===== src/rtl/sum_series_framer.sv =====
// Buffers a series of cfg_len samples, then replays it as one gapless framed burst
// so the downstream Sum accumulator, which cannot stall, receives the whole series.
module sum_series_framer #(
  parameter int NOF_BITS = 32,
  parameter int MAX_LEN  = 16,
  parameter int LEN_W    = $clog2(MAX_LEN + 1)
) (
  input  logic                clk,
  input  logic                rst,
  input  logic [LEN_W-1:0]    cfg_len,
  input  logic                in_valid,
  input  logic [NOF_BITS-1:0] in_data,
  output logic                in_ready,
  output logic [NOF_BITS-1:0] out_data,
  output logic                out_first,
  output logic                out_last,
  output logic                out_valid,
  output logic                busy,
  output logic                cfg_err
);

  localparam int AW = $clog2(MAX_LEN);
  localparam logic [LEN_W-1:0] MAX_LEN_L = LEN_W'(MAX_LEN);
  localparam logic [LEN_W-1:0] ONE       = LEN_W'(1);

  typedef enum logic [1:0] {IDLE, FILL, BURST} state_t;

  state_t              state_q, state_d;
  logic [LEN_W-1:0]    len_q, len_d;
  logic [LEN_W-1:0]    wr_cnt_q, wr_cnt_d;
  logic [LEN_W-1:0]    rd_ptr_q, rd_ptr_d;
  logic [LEN_W-1:0]    len_clamped;
  logic                cfg_bad;
  logic                xfer;
  logic                wr_en;
  logic                emit;
  logic                err_d;
  logic [AW-1:0]       wr_idx;
  logic [AW-1:0]       rd_idx;
  logic [NOF_BITS-1:0] series_buf [0:MAX_LEN-1];

  always_comb begin
    cfg_bad     = (cfg_len == '0) || (cfg_len > MAX_LEN_L);
    len_clamped = cfg_len;
    if (cfg_len == '0) begin
      len_clamped = ONE;
    end else if (cfg_len > MAX_LEN_L) begin
      len_clamped = MAX_LEN_L;
    end
  end

  // Reset also closes the input so nothing is accepted while rst is held
  assign in_ready = !rst && (state_q != BURST);
  assign xfer     = in_valid && in_ready;
  assign busy     = (state_q != IDLE);
  assign rd_idx   = rd_ptr_q[AW-1:0];

  always_comb begin
    state_d  = state_q;
    len_d    = len_q;
    wr_cnt_d = wr_cnt_q;
    rd_ptr_d = rd_ptr_q;
    wr_en    = 1'b0;
    wr_idx   = wr_cnt_q[AW-1:0];
    emit     = 1'b0;
    err_d    = 1'b0;
    case (state_q)
      IDLE: begin
        if (xfer) begin
          wr_en    = 1'b1;
          wr_idx   = '0;
          len_d    = len_clamped;
          wr_cnt_d = ONE;
          rd_ptr_d = '0;
          err_d    = cfg_bad;
          state_d  = (len_clamped == ONE) ? BURST : FILL;
        end
      end
      FILL: begin
        if (xfer) begin
          wr_en    = 1'b1;
          wr_cnt_d = wr_cnt_q + ONE;
          if (wr_cnt_q + ONE == len_q) begin
            state_d = BURST;
          end
        end
      end
      BURST: begin
        emit = 1'b1;
        if (rd_ptr_q == len_q - ONE) begin
          rd_ptr_d = '0;
          state_d  = IDLE;
        end else begin
          rd_ptr_d = rd_ptr_q + ONE;
        end
      end
      default: state_d = IDLE;
    endcase
  end

  always_ff @(posedge clk or posedge rst) begin
    if (rst) begin
      state_q  <= IDLE;
      len_q    <= '0;
      wr_cnt_q <= '0;
      rd_ptr_q <= '0;
    end else begin
      state_q  <= state_d;
      len_q    <= len_d;
      wr_cnt_q <= wr_cnt_d;
      rd_ptr_q <= rd_ptr_d;
    end
  end

  // Sample storage carries no reset; contents are only read after being written
  always_ff @(posedge clk) begin
    if (wr_en) begin
      series_buf[wr_idx] <= in_data;
    end
  end

  always_ff @(posedge clk or posedge rst) begin
    if (rst) begin
      out_data  <= '0;
      out_first <= 1'b0;
      out_last  <= 1'b0;
      out_valid <= 1'b0;
      cfg_err   <= 1'b0;
    end else begin
      out_valid <= emit;
      out_data  <= emit ? series_buf[rd_idx] : '0;
      out_first <= emit && (rd_ptr_q == '0);
      out_last  <= emit && (rd_ptr_q == len_q - ONE);
      cfg_err   <= err_d;
    end
  end

endmodule


===== config.mk =====
export PLATFORM = sky130hd
export DESIGN_NAME = sum_series_framer
export DESIGN_NICKNAME = d
export VERILOG_FILES = /design/src/rtl/sum_series_framer.sv
export SDC_FILE = /design/constraint.sdc
export NUM_CORES = 1
export LEC_CHECK = 0
export ABC_AREA = 0
export BUFFER_PORTS_ARGS = -buffer_cell sky130_fd_sc_hd__buf_2
export CAP_MARGIN = 20
export CORE_AREA = 2 2 237 239
export CTS_CLUSTER_DIAMETER = 40
export DETAILED_ROUTE_END_ITERATION = 10
export DIE_AREA = 0 0 239 241
export HOLD_SLACK_MARGIN = 0.12
export SLEW_MARGIN = 15
export SYNTH_ARGS = -nofsm -noshare
export SYNTH_HDL_FRONTEND = slang
export SYNTH_SLANG_ARGS = --single-unit

===== constraint.sdc =====
create_clock -name clk -period 8.75 [get_ports clk]
set_clock_uncertainty 0.05 [all_clocks]
set_input_delay 1.75 -clock clk [delete_from_list [all_inputs] [get_ports clk]]
set_output_delay 1.75 -clock clk [all_outputs]
set_load 0.02 [all_outputs]

==> flow_summary.toml <==
[critical_path]
r2r_slack_ns = 5.41
end_kind = "output port"
cp.arrival_ns = 2.73
cp.required_ns = 6.95
cp_max_fo = 34
worstSetupStartpoint = "state_q[0]"
timing.rr.start = "rd_ptr_q[2]"
worstSetupPathType = "flip-flop to output port"
worst_setup_path_start_kind = "flip-flop"

[finish]
nFillCells = 4571
utilization_pct = 46.7
drive_gt1_share_pct = 31.5
nets = 1220
flow.area_growth_from_synthesis_pct = 17.6
antenna_cells = 0

[power_and_ir_drop]
peakVddDrop_uv = 121
power.density_nw_per_um2 = 283
p_leak_nw = 8.37

[clock_tree]
cts_buffer_depth = 3
cts_sinks = 565
clock_latency_ns = 0.60
cts_root_buf = "clkbuf_16"
htree_levels = 3
ctsResizeCount = 0
cts_setup_buffers = 0
cts_tree = "done"
cts_hold_buf = 0
clk_pin_slew_ns = 0.05
numCtsBuffers = 80

[timing]
fin_setup_tns_ns = 0
finalSetupViolCount = 0
fmax_mhz = 221
post-route-period-util_pct = 51.8
timing.hold.ws_ns = 0.478
rsz0062_at_grt = "no"
slew_violations = 0
hold_viol_final = 0
fin_ws_ns = 4.22
worst_pin_slew_ns = 1.00
min_period_ns = 4.53
slew_headroom_pct = 33.0

[drt]
firstDrtPassIters = 5
wire_per_inst_um = 23.2
routed_via_density = 5.37
drt_wl_total_mm = 45.0
via_count = 10400
initialDrtViolationCount = 840
drc_errors = 0
drtAntennaViolNets = 0

[placed_design]
pre_cts_slack_ns = 4.28
io_buffers = 77
place.gp.congestion = 0.741
hpwl_mm = 24.4

[synth]
yosysTopAreaCell = "edfxtp_1"
synthXorXnorAreaFrac_pct = 0.482
yosysSeqAreaShare_pct = 76.7
synthAdderAreaFrac_pct = 0.345
synth_nets = 1099
synth_cells = 1053
synthMuxAreaShare_pct = 13.3
synth.most_common_cell = "edfxtp_1"
synth_common_cells = "512 x edfxtp_1, 128 x mux4_2, 90 x nand2_1"
syn_area_sq_um = 21800
synth_compound_area_share_pct = 3.55
synthSimpleGateAreaFrac_pct = 3.69
synth_top_cell_area_share_pct = 70.6
ys.warnings.count = 0
synth_top_family_by_area = "multiplexers"
synthArstFlopShare_pct = 9.38
synth_edf_count = 512
avgSynthCellArea_sq_um = 20.7
synth_area_leaders = "edfxtp_1 71%, mux4_2 13%, dfrtp_1 6.1%"
yosysUniqueCellTypes = 49
ys.flop_type = "edfxtp_1"
ys_seq_elements = 565

[floorplanning]
die_w_um = 239
num_rows = 86
ioPinCount = 78
die_area_sq_um = 57600
core_sq_um = 54900
dieHeight_um = 241
start_util_pct = 39.7

[min_path]
hp-start = "wr_cnt_q[4]"
hp-class = "flip-flop to flip-flop"

[grt]
grt_max_degree = 90
antenna_found_initial = 0
grt_usage_pct = 16.2
gr-total-overflow = 0
grt_pass1_wl_mm = 69.4
grt_pass1_vias = 11300

[status]
status = "completed"

[run]
drv_cap = 0
[layout make-up]
cell class | count | area, sq um | share of cell area, %
Timing Repair Buffer | 101 | 623 | 2.43
Multi-Input combinational cell | 414 | 4770 | 18.6
Clock buffer | 94 | 2090 | 8.14
Clock inverter | 49 | 510 | 1.99
Inverter | 12 | 45.0 | 0.176
Sequential cell | 565 | 16700 | 65.2
Tap cell | 704 | 881 | 3.44
[logic make-up (layout without fill, tap and decap cells)]
group / Yosys count / in the layout
adders and majority gates: 6 / 6
muxes: 129 / 129
DFF: 565 / 565
AOI/OAI and AO/OA: 94 / 94
buffers and inverters: 74 / 256
xor gates and xnor gates: 12 / 12
and+or+nand+nor: 173 / 173
[critical path: stages (launching register included)]
cell	delay (ns)
dfrtp_1	0.54
inv_1	0.18
nand2_2	0.76
inv_1	0.32
nor2_1	0.15
buf_2	0.18
[sequential cells by signal, summed over array words and instances (netlist names)]
name and cells:
cfg_err 1, len_q 5, out_data 32, out_first 1
out_last 1, out_valid 1, rd_ptr_q 5, series_buf 512
state_q 2, wr_cnt_q 5
[path summary, 6_finish.rpt]
kind,endpoint,depth (start not counted)
setup / recovery,in_ready,5
hold / removal,wr_cnt_q[4],1
setup reg to reg,out_data[31],5
hold reg to reg,wr_cnt_q[4],1
max in group asynchronous,out_data[2],3
min in group asynchronous,cfg_err,2
[routing by layer]
metal	wire (um)	up-vias	track usage, %
met2	21300	291	25.8
li1	-	4571	-
met3	2740	78	3.60
met5	0	-	0
met4	1060	0	5.81
met1	19900	5481	22.0
[metrics by stage]
| stage | instances | area, sq um | power [mW] |
|---|---|---|---|
| after detailed placement | 1794 | 23000 | 4.22 |
| after floorplan | 1053 | 21800 | 4.00 |
| final | 1939 | 25600 | 7.26 |
| after CTS | 1937 | 25600 | 7.34 |
| after global routing | 1939 | 25600 | 7.54 |
| after global placement | 1793 | 23000 | 4.21 |
[layout by cell type, fill, tap and decap left out, types with 2 or more instances in the layout]
master,Yosys,routed
nor2_4,0,11
clkinv_2,0,6
dfrtp_1,53,49
or3_1,2,2
ha_1,6,6
a211oi_1,23,23
xor2_1,7,7
nor3_2,0,4
clkinvlp_4,0,7
nor2_1,19,8
dfrtp_4,0,4
buf_12,3,3
inv_6,0,11
o31ai_1,3,3
buf_2,19,77
a21oi_1,3,2
o21ai_1,2,2
clkbuf_1,24,12
nand2b_1,2,2
nor3_1,8,4
buf_4,4,20
xnor2_1,5,5
mux4_2,128,128
clkinv_4,0,6
a211oi_2,10,10
bufinv_16,0,6
nor2b_1,34,34
nand2_1,90,89
a311oi_1,32,32
inv_1,12,10
nand3_1,8,8
clkinv_1,0,8
inv_8,0,5
clkbuf_16,0,81
o21ai_0,10,10
edfxtp_1,512,512
[report_power, final]
| group | internal (mW) | total [mW] | switching [mW] |
|---|---|---|---|
| logic | 0.479 | 0.959 | 0.480 |
| clock network | 1.91 | 3.11 | 1.20 |
| registers | 3.06 | 3.19 | 0.130 |
| total | 5.45 | 7.26 | 1.81 |
(Power assumes the default switching activity.)
